--- src/rtl/fm_audio_interp_pkg.sv ---
// rtl/fm_audio_interp_pkg.sv - shared types and constants for the FM audio interpolator
package fm_audio_pkg;

  // Interpolator control states
  typedef enum logic [1:0] {
    IDLE  = 2'd0,
    PRIME = 2'd1,
    RUN   = 2'd2,
    HOLD  = 2'd3
  } fm_state_t;

  localparam int DEF_DATA_WIDTH  = 12;
  localparam int DEF_INTERP_LOG2 = 4;
  localparam int DEF_FIFO_DEPTH  = 4;

  // Occupancy counter width: must be able to represent DEPTH itself
  function automatic int level_width(input int depth);
    return $clog2(depth) + 1;
  endfunction

endpackage

--- src/rtl/fm_audio_interp_fifo.sv ---
// rtl/fm_audio_interp_fifo.sv - small sample FIFO with fall-through head and flush
module fm_sample_fifo
  import fm_audio_pkg::*;
#(
  parameter int DATA_WIDTH = DEF_DATA_WIDTH,
  parameter int DEPTH      = DEF_FIFO_DEPTH
) (
  input  logic                          i_clk,
  input  logic                          i_rst,
  input  logic                          i_flush,
  input  logic                          i_push,
  input  logic [DATA_WIDTH-1:0]         i_data,
  input  logic                          i_pop,
  output logic [DATA_WIDTH-1:0]         o_head,
  output logic [level_width(DEPTH)-1:0] o_level,
  output logic                          o_empty,
  output logic                          o_full
);

  localparam int AW = $clog2(DEPTH);
  localparam int LW = level_width(DEPTH);

  logic [DATA_WIDTH-1:0] r_mem [DEPTH];
  logic [AW-1:0]         r_wr_ptr;
  logic [AW-1:0]         r_rd_ptr;
  logic [LW-1:0]         r_level;
  logic                  w_push;
  logic                  w_pop;

  assign o_empty = (r_level == '0);
  assign o_full  = (r_level == LW'(DEPTH));
  assign w_push  = i_push && !o_full && !i_flush;
  assign w_pop   = i_pop && !o_empty && !i_flush;
  assign o_head  = r_mem[r_rd_ptr];
  assign o_level = r_level;

  // Pointer and occupancy bookkeeping; push+pop together leaves the level unchanged
  always_ff @(posedge i_clk or posedge i_rst) begin
    if (i_rst) begin
      r_wr_ptr <= '0;
      r_rd_ptr <= '0;
      r_level  <= '0;
    end else if (i_flush) begin
      r_wr_ptr <= '0;
      r_rd_ptr <= '0;
      r_level  <= '0;
    end else begin
      if (w_push) r_wr_ptr <= r_wr_ptr + AW'(1);
      if (w_pop)  r_rd_ptr <= r_rd_ptr + AW'(1);
      case ({w_push, w_pop})
        2'b10:   r_level <= r_level + LW'(1);
        2'b01:   r_level <= r_level - LW'(1);
        default: r_level <= r_level;
      endcase
    end
  end

  // Sample storage; contents need no reset because the level gates every read
  always_ff @(posedge i_clk) begin
    if (w_push) r_mem[r_wr_ptr] <= i_data;
  end

endmodule

--- src/rtl/fm_audio_interp.sv ---
// rtl/fm_audio_interp.sv - buffered linear interpolator feeding the FM modulator wave input
module fm_audio_interp
  import fm_audio_pkg::*;
#(
  parameter int DATA_WIDTH  = DEF_DATA_WIDTH,
  parameter int INTERP_LOG2 = DEF_INTERP_LOG2,
  parameter int FIFO_DEPTH  = DEF_FIFO_DEPTH
) (
  input  logic                               clk_in,
  input  logic                               RST,
  input  logic                               enable,
  input  logic [DATA_WIDTH-1:0]              s_data,
  input  logic                               s_valid,
  output logic                               s_ready,
  output logic [DATA_WIDTH-1:0]              wave_out,
  output logic                               underflow,
  input  logic                               underflow_clr,
  output logic [level_width(FIFO_DEPTH)-1:0] fifo_level
);

  localparam int DW = DATA_WIDTH;
  localparam int IL = INTERP_LOG2;
  localparam int PW = DATA_WIDTH + 1 + INTERP_LOG2;
  localparam logic [IL-1:0] PH_MAX = '1;

  fm_state_t      r_state;
  logic [DW-1:0]  r_prev;
  logic [DW-1:0]  r_cur;
  logic [IL-1:0]  r_phase;
  logic [DW-1:0]  r_wave;
  logic           r_underflow;
  logic           r_have_prev;

  logic [DW-1:0]          w_head;
  logic                   w_empty;
  logic                   w_full;
  logic                   w_push;
  logic                   w_pop;
  logic                   w_flush;
  logic signed [DW:0]     w_diff;
  logic signed [PW-1:0]   w_diff_x;
  logic signed [PW-1:0]   w_phase_x;
  logic signed [PW-1:0]   w_prod;
  logic signed [PW-1:0]   w_step;
  logic [DW-1:0]          w_interp;
  logic                   w_step_unused;

  // Reset is folded in so the handshake closes the moment RST rises
  assign s_ready   = enable && !RST && !w_full;
  assign w_push    = s_valid && s_ready;
  assign w_flush   = !enable;
  assign wave_out  = r_wave;
  assign underflow = r_underflow;

  fm_sample_fifo #(
    .DATA_WIDTH (DW),
    .DEPTH      (FIFO_DEPTH)
  ) u_fifo (
    .i_clk   (clk_in),
    .i_rst   (RST),
    .i_flush (w_flush),
    .i_push  (w_push),
    .i_data  (s_data),
    .i_pop   (w_pop),
    .o_head  (w_head),
    .o_level (fifo_level),
    .o_empty (w_empty),
    .o_full  (w_full)
  );

  // Pop requests: only the FSM consumes samples, and never from an empty FIFO
  always_comb begin
    w_pop = 1'b0;
    if (enable && !w_empty) begin
      case (r_state)
        PRIME:   w_pop = 1'b1;
        RUN:     w_pop = (r_phase == PH_MAX);
        HOLD:    w_pop = 1'b1;
        default: w_pop = 1'b0;
      endcase
    end
  end

  // Interpolation: prev + floor((cur - prev) * phase / 2^IL); result lies between prev and cur
  assign w_diff    = $signed({r_cur[DW-1], r_cur}) - $signed({r_prev[DW-1], r_prev});
  assign w_diff_x  = {{IL{w_diff[DW]}}, w_diff};
  assign w_phase_x = {{(DW + 1){1'b0}}, r_phase};
  assign w_prod    = w_diff_x * w_phase_x;
  assign w_step    = w_prod >>> IL;
  assign w_interp  = r_prev + w_step[DW-1:0];
  assign w_step_unused = ^w_step[PW-1:DW];

  // Control FSM with registered sample, phase and underflow outputs
  always_ff @(posedge clk_in or posedge RST) begin
    if (RST) begin
      r_state     <= IDLE;
      r_prev      <= '0;
      r_cur       <= '0;
      r_phase     <= '0;
      r_wave      <= '0;
      r_underflow <= 1'b0;
      r_have_prev <= 1'b0;
    end else begin
      if (underflow_clr) r_underflow <= 1'b0;
      if (!enable) begin
        r_state     <= IDLE;
        r_prev      <= '0;
        r_cur       <= '0;
        r_phase     <= '0;
        r_wave      <= '0;
        r_have_prev <= 1'b0;
      end else begin
        case (r_state)
          IDLE: begin
            r_wave      <= '0;
            r_have_prev <= 1'b0;
            r_state     <= PRIME;
          end
          PRIME: begin
            r_wave <= '0;
            if (!w_empty) begin
              if (!r_have_prev) begin
                r_prev      <= w_head;
                r_have_prev <= 1'b1;
              end else begin
                r_cur       <= w_head;
                r_phase     <= '0;
                r_have_prev <= 1'b0;
                r_state     <= RUN;
              end
            end
          end
          RUN: begin
            r_wave <= w_interp;
            if (r_phase == PH_MAX) begin
              r_phase <= '0;
              if (!w_empty) begin
                r_prev <= r_cur;
                r_cur  <= w_head;
              end else begin
                r_state     <= HOLD;
                r_underflow <= 1'b1;
              end
            end else begin
              r_phase <= r_phase + IL'(1);
            end
          end
          HOLD: begin
            r_wave <= r_cur;
            if (!w_empty) begin
              r_prev  <= r_cur;
              r_cur   <= w_head;
              r_phase <= '0;
              r_state <= RUN;
            end
          end
          default: r_state <= IDLE;
        endcase
      end
    end
  end

endmodule

--- config.mk ---
export PLATFORM = sky130hd
export DESIGN_NAME = fm_audio_interp
export DESIGN_NICKNAME = d
export VERILOG_FILES = /design/src/rtl/fm_audio_interp_pkg.sv /design/src/rtl/fm_audio_interp_fifo.sv /design/src/rtl/fm_audio_interp.sv
export SDC_FILE = /design/constraint.sdc
export NUM_CORES = 1
export LEC_CHECK = 0
export ABC_AREA = 1
export ABC_CLOCK_PERIOD_IN_PS = 15600
export CAP_MARGIN = 20
export CORE_MARGIN = 4
export CORE_UTILIZATION = 65
export DETAILED_ROUTE_END_ITERATION = 10
export PLACE_DENSITY = 0.95
export SLEW_MARGIN = 20
export SYNTH_ARGS = -nofsm -noshare
export SYNTH_HDL_FRONTEND = slang
export SYNTH_SLANG_ARGS = --single-unit
export TNS_END_PERCENT = 100
--- constraint.sdc ---
create_clock -name clk_in -period 15.6 [get_ports clk_in]
set_input_delay 2.34 -clock clk_in [delete_from_list [all_inputs] [get_ports clk_in]]
set_output_delay 2.34 -clock clk_in [all_outputs]
set_load 0.01 [all_outputs]
==> impl_metrics.py, run 1 <==
metrics = {
    "timing": {
        "setup_slack_ns": 9.17,
        "tightest_slew_ns": 0.873,
        "setup_violations": 0,
        "hold-worst-slack_ns": 0.489,
        "hold_viol_final": 0,
        "rsz0062_at_grt": "no",
        "max-slew-margin-rel_pct": 41.8,
        "fin_skew_ns": 0.0169,
        "slew_viol_final": 0,
        "finalCriticalPeriod_ns": 6.43,
        "fmax_mhz": 155,
        "fin_crit_sh_pct": 41.2,
        "final.setup.tns_ns": 0,
    },
    "critical_path": {
        "endpoint_kind": "output pin",
        "max_stage_delay_ns": 0.72,
        "r2r_slack_ns": 9.37,
        "cp.arrival_ns": 4.09,
        "critPathTopFamily": "buffers and inverters",
        "crit_fanout": 18,
        "critPathSlowestCell": "clkdlybuf4s50_1",
        "cp_common_cell": "clkdlybuf4s50_1",
        "rr_startpoint": "r_prev[0]",
        "required_ns": 13.26,
        "regToRegEndpoint": "wave_out[11]",
        "reg2reg_depth": 37,
        "critPathLaunchType": "input port",
        "path_cells": "clkdlybuf4s50_1 -> inv_2 -> nor3_2 -> clkdlybuf4s50_1",
        "crit_type": "in -> out",
        "critPathBufInv": 3,
    },
    "finish": {
        "final_nets": 950,
        "layout_common_cells": "171 x nand2_1, 143 x inv_1, 72 x nor2_1",
        "layout-drive-gt1-share_pct": 6.77,
        "antenna_cells": 0,
        "nFillCells": 720,
        "final_common_cell": "nand2_1",
        "syn2layout_area_growth_pct": 8.97,
    },
    "route": {
        "vias": 5568,
        "drt-total-wl_mm": 14.4,
        "first_iter_violations": 437,
        "wire_per_inst_um": 14.5,
        "wl_met3_um": 574,
        "wl_met2_mm": 7.43,
        "m1WireLength_mm": 6.04,
        "final_antenna_net_count": 0,
        "firstDrtPassIters": 5,
        "post-route-drc-count": 0,
        "top_layer": "met4",
        "vias_per_cell": 5.61,
    },
    "cts": {
        "path_clk_slew_ns": 0.08,
        "cts_buffers": 9,
        "max-clock-path-buffers": 2,
        "postCtsSetupBuffers": 0,
        "clk_latency_ns": 0.38,
        "cts_sinks": 99,
        "htreeDepth": 3,
        "ctsResizeCount": 0,
        "cts_hold_buf": 0,
        "cts_tree": "built",
        "root_buffer": "clkbuf_8",
    },
    "yosys": {
        "ys_types": 48,
        "syn_inst": 829,
        "yosysTopAreaCellShare_pct": 20.5,
        "syn_area_um2": 7030,
        "synth_edf_count": 48,
        "synth.avg_cell_area_um2": 8.48,
        "synth.area.top_cells": "edfxtp_1 21%, dfrtp_1 18%, ha_1 9.8%",
        "ys_seq_area_share_pct": 38.7,
        "yosys.area.top_type": "edfxtp_1",
        "syn_nets": 927,
        "yosysWarningCount": 0,
        "ys_dominant_reg_cell": "dfrtp_1",
        "async_flop_share_pct": 51.5,
        "ys_seq_elements": 99,
    },
    "power_and_ir_drop": {
        "ir_drop_v": 0.000135,
        "leakagePower_nw": 3.67,
        "pwr_density_cell_nw_per_um2": 172,
    },
    "grt": {
        "grt_pass1_wl_mm": 25.3,
        "antenna_found_initial": 0,
        "grt_usage_pct": 24.5,
        "grt_pass1_vias": 5566,
        "grt_overflow": 0,
        "grt_max_degree": 52,
    },
    "placement": {
        "place_congestion": 0.967,
        "portBuffers": 33,
        "place_hpwl_mm": 11.0,
        "pre_cts_ws_ns": 9.16,
    },
    "die": {
        "die_y_um": 112,
        "core.rowCount": 37,
        "pin_count": 34,
        "core_area_um2": 10400,
        "start_util_pct": 67.5,
        "die-area_um2": 12500,
        "fp.dieW_um": 112,
    },
    "hold_path": {
        "hp-start": "u_fifo.r_rd_ptr[1]",
        "hold_path_class": "reg -> reg",
        "whs_path_depth": 1,
        "worstHoldEndpoint": "u_fifo.r_rd_ptr[1]",
    },
    "flow_run": {
        "drv_cap": 0,
    },
    "run_status": {
        "outcome": "complete, no violations",
    },
}
[cell families (layout without fill, tap and decap cells)]
| group | after synthesis | after routing | share of synthesized area [%] |
|---|---|---|---|
| DFF | 99 | 99 | 38.7 |
| xor gates and xnor gates | 24 | 24 | 3.10 |
| and+or+nand+nor | 314 | 314 | 19.5 |
| adders and majority gates | 81 | 81 | 17.2 |
| buffers and inverters | 172 | 200 | 9.52 |
| AOI/OAI and AO/OA | 139 | 139 | 12.0 |
[synth_stat cells (3+ instances only)]
master / count
nand2_2: 12
ha_1: 55
o21ai_0: 42
fa_1: 26
clkbuf_1: 13
inv_1: 144
a21oi_1: 46
edfxtp_1: 48
dfrtp_1: 51
inv_2: 5
buf_2: 3
xnor2_1: 8
or2_2: 6
o31ai_1: 13
o22ai_1: 3
nor2_1: 76
nor3_2: 3
nor3_1: 8
a31oi_1: 5
nand2_1: 171
xor2_1: 15
o21ai_1: 6
nand2_4: 3
a32o_1: 13
nand3_1: 21
[power breakdown]
| part | internal, mW | leakage [nW] | switching [mW] |
|---|---|---|---|
| sequential | 0.317 | 1.11 | 0.0525 |
| clock | 0.0912 | 0.104 | 0.0849 |
| combinational | 0.272 | 2.45 | 0.502 |
| total | 0.680 | 3.67 | 0.639 |
[through the flow]
stage / total power [mW] / cells / util (%) / cell area (µm²)
after CTS: 1.31 / 993 / 73.4 / 7650
after floorplan: 0.952 / 829 / - / 7030
after detailed placement: 1.13 / 977 / 71.3 / 7430
after global routing: 1.44 / 993 / 73.5 / 7660
final: 1.32 / 993 / 73.5 / 7660
after global placement: 1.10 / 977 / 71.3 / 7430
[area by class of cell]
class | instances | area [µm²] | area share, %
clock buffer | 11 | 131 | 1.72
inverter | 151 | 573 | 7.48
sequential | 99 | 2720 | 35.5
timing repair buffer | 33 | 330 | 4.31
multi-input combinational | 558 | 3650 | 47.7
tap | 136 | 170 | 2.22
clock inverter | 5 | 85.1 | 1.11
[worst reg2reg max path: cells and delay by family, from the launching register on]
family          cells  cell delay (ns)
fa+ha+maj           7             2.70
simple gates       18             1.66
compound gates      4             0.59
flops               1             0.43
buf+inv             6             0.43
xor+xnor            2             0.33
[registers in the layout (all words and copies together) (netlist names)]
name             count
r_phase              4
u_fifo.r_wr_ptr      2
r_cur               12
r_state              2
r_have_prev          1
underflow            1
u_fifo.r_rd_ptr      2
r_prev              12
u_fifo.r_mem        48
u_fifo.o_level       3
wave_out            12
[per-layer routing]
| layer | GRT usage [%] | vias up |
|---|---|---|
| met4 | 8.25 | 0 |
| li1 | - | 2741 |
| met3 | 2.83 | 28 |
| met1 | 30.6 | 2653 |
| met5 | 0 | - |
| met2 | 44.0 | 146 |
[worst max-delay path by stage]
| stage | slack (ns) | cells past startpoint | to | start |
|---|---|---|---|---|
| floorplan | 10.03 | 37 | wave_out[11] | r_prev[0] |
| global placement | 9.21 | 4 | s_ready | enable |
| detailed placement | 9.16 | 4 | s_ready | enable |
| CTS | 9.17 | 4 | s_ready | enable |
| global route | 8.97 | 37 | wave_out[11] | r_prev[0] |
| finish | 9.17 | 4 | s_ready | enable |
No activity file was read; power rests on OpenSTA's default activity.
==> run 2: changes to the inputs <==
--- a/config.mk
+++ b/config.mk
@@ -6,12 +6,12 @@
 export NUM_CORES = 1
 export LEC_CHECK = 0
 export ABC_AREA = 1
-export ABC_CLOCK_PERIOD_IN_PS = 15600
+export ABC_CLOCK_PERIOD_IN_PS = 5900
 export CAP_MARGIN = 20
 export CORE_MARGIN = 4
-export CORE_UTILIZATION = 65
+export CORE_UTILIZATION = 56
 export DETAILED_ROUTE_END_ITERATION = 10
-export PLACE_DENSITY = 0.95
+export PLACE_DENSITY = 0.88
 export SLEW_MARGIN = 20
 export SYNTH_ARGS = -nofsm -noshare
 export SYNTH_HDL_FRONTEND = slang
==> constraint.sdc (replaced) <==
create_clock -name clk_in -period 5.9 [get_ports clk_in]
set_input_delay 0.885 -clock clk_in [delete_from_list [all_inputs] [get_ports clk_in]]
set_output_delay 0.885 -clock clk_in [all_outputs]
set_load 0.01 [all_outputs]
==> run 2 against run 1 <==
Compared with the run above:
- clock-buffer cell count decreased by 2
- global-route usage shrank 2.9 points
- first-iteration DRC count shrank 3.4%
- routed wire length up 9.0%
- sequential power grew to 2.7 times the previous value
- combinational power rose to 3.2 times the previous value
- critical path depth rose by 35
- critical endpoint is now wave_out[11]
- largest power group unchanged
==> impl_metrics.py, run 2 (synthesized netlist as in run 1, its figures left out) <==
metrics = {
    "grt": {
        "grt_max_degree": 52,
        "grt_pass1_wl_mm": 25.3,
        "grt_pass1_vias": 5371,
        "grt_usage_pct": 21.6,
        "antenna_found_initial": 0,
        "grt_overflow": 0,
    },
    "die": {
        "start_util_pct": 57.8,
        "pin_count": 34,
        "fp.dieW_um": 120,
        "die_y_um": 120,
        "die-area_um2": 14400,
        "core_area_um2": 12200,
        "core.rowCount": 40,
    },
    "critical_path": {
        "r2r_slack_ns": 0.14,
        "critPathTopFamily": "adder cells",
        "max_stage_delay_ns": 0.53,
        "critPathSlowestCell": "fa_1",
        "cp.arrival_ns": 6.04,
        "crit_fanout": 5,
        "crit_type": "reg -> reg",
        "endpoint_kind": "flip-flop",
        "required_ns": 6.18,
        "critPathLaunchType": "flip-flop",
        "cp_common_cell": "inv_2",
        "critPathBufInv": 7,
    },
    "timing": {
        "fmax_mhz": 174,
        "setup_violations": 0,
        "tightest_slew_ns": 0.931,
        "hold-worst-slack_ns": 0.503,
        "max-slew-margin-rel_pct": 37.7,
        "fin_crit_sh_pct": 97.7,
        "hold_viol_final": 0,
        "final.setup.tns_ns": 0,
        "finalCriticalPeriod_ns": 5.76,
        "slew_viol_final": 0,
        "fin_skew_ns": 0.00903,
    },
    "cts": {
        "cts_sinks": 99,
        "cts_tree": "built",
        "htreeDepth": 3,
        "cts_buffers": 9,
        "path_clk_slew_ns": 0.07,
        "max-clock-path-buffers": 2,
        "clk_latency_ns": 0.34,
        "root_buffer": "clkbuf_16",
    },
    "placement": {
        "place_congestion": 0.949,
        "place_hpwl_mm": 11.2,
        "portBuffers": 33,
        "placed_cells": 1015,
        "dpl_cell_area_um2": 7520,
    },
    "hold_path": {
        "hold_path_class": "reg -> reg",
    },
    "finish": {
        "final_cells": 1039,
        "layout_common_cells": "169 x nand2_1, 135 x inv_1, 72 x nor2_1",
        "final_common_cell": "nand2_1",
        "syn2layout_area_growth_pct": 15.4,
        "final_nets": 964,
        "antenna_cells": 0,
        "layout-drive-gt1-share_pct": 13.4,
        "largest-register": "u_fifo.r_mem",
        "largest_reg_flops": 48,
        "stdcell_area_um2": 8110,
        "final_core_util_pct": 66.7,
    },
    "route": {
        "post-route-drc-count": 0,
        "wire_per_inst_um": 15.1,
        "top_layer": "met4",
        "wl_met3_um": 661,
        "wl_met2_mm": 8.00,
        "final_antenna_net_count": 0,
        "vias_per_cell": 5.39,
        "drt-total-wl_mm": 15.7,
        "first_iter_violations": 422,
        "vias": 5601,
        "m1WireLength_mm": 6.65,
        "firstDrtPassIters": 5,
    },
    "power_and_ir_drop": {
        "leakagePower_nw": 3.80,
        "pwr_density_cell_nw_per_um2": 494,
        "ir_drop_v": 0.000269,
    },
    "run_status": {
        "outcome": "complete, no violations",
    },
    "flow_run": {
        "drv_cap": 0,
    },
}
[run 2: cell count changes in the layout (fill, tap and decap cells not counted), sizes merged]
| cell | delta |
|---|---|
| bufinv | -1 |
| clkinvlp | +1 |
| clkbuf | -2 |
| inv | +1 |
| buf | +14 |
| clkinv | +1 |
[run 2: report_power, final]
| group | internal (mW) | switching (mW) |
|---|---|---|
| sequential | 0.839 | 0.140 |
| combinational | 0.915 | 1.53 |
| clock | 0.332 | 0.255 |
[run 2: area by class of cell]
class / instances / area, µm²
clock buffer: 9 / 225
clock inverter: 7 / 76.3
fill: 916 / 4050
inverter: 151 / 573
multi-input combinational: 558 / 3870
sequential: 99 / 2720
tap: 168 / 210
timing repair buffer: 47 / 435
[run 2: timing repair]
item                                    in CTS  in global routing
pin swaps                                    0                 19
hold buffers                                 0                  0
gates resized for setup                      3                 47
buffers inserted                             0                  8
endpoints found under the setup margin       1                  7
[run 2: final timing paths]
path | from | end | cells past startpoint
setup / recovery | r_cur[0] | wave_out[11] | 39
setup reg to reg | r_cur[0] | wave_out[11] | 39
hold reg to reg | u_fifo.r_rd_ptr[1] | u_fifo.r_rd_ptr[1] | 1
hold / removal | u_fifo.r_rd_ptr[1] | u_fifo.r_rd_ptr[1] | 1
max in group asynchronous | RST | r_cur[10] | 2
min in group asynchronous | RST | u_fifo.o_level[0] | 2
[run 2: metrics by stage]
| step | power (mW) | worst slack (ns) |
|---|---|---|
| floorplan | 2.52 | 0.333 |
| global placement | 2.99 | 0.112 |
| detailed placement | 3.05 | -0.0708 |
| CTS | 3.67 | 0.0306 |
| global route | 4.32 | -0.0854 |
| finish | 4.01 | 0.137 |
[run 2: layer usage]
metal | track usage [%] | vias up
met4 | 6.44 | 0
met3 | 2.97 | 32
met1 | 27.2 | 2660
li1 | - | 2756
met5 | 0 | -
met2 | 38.5 | 153
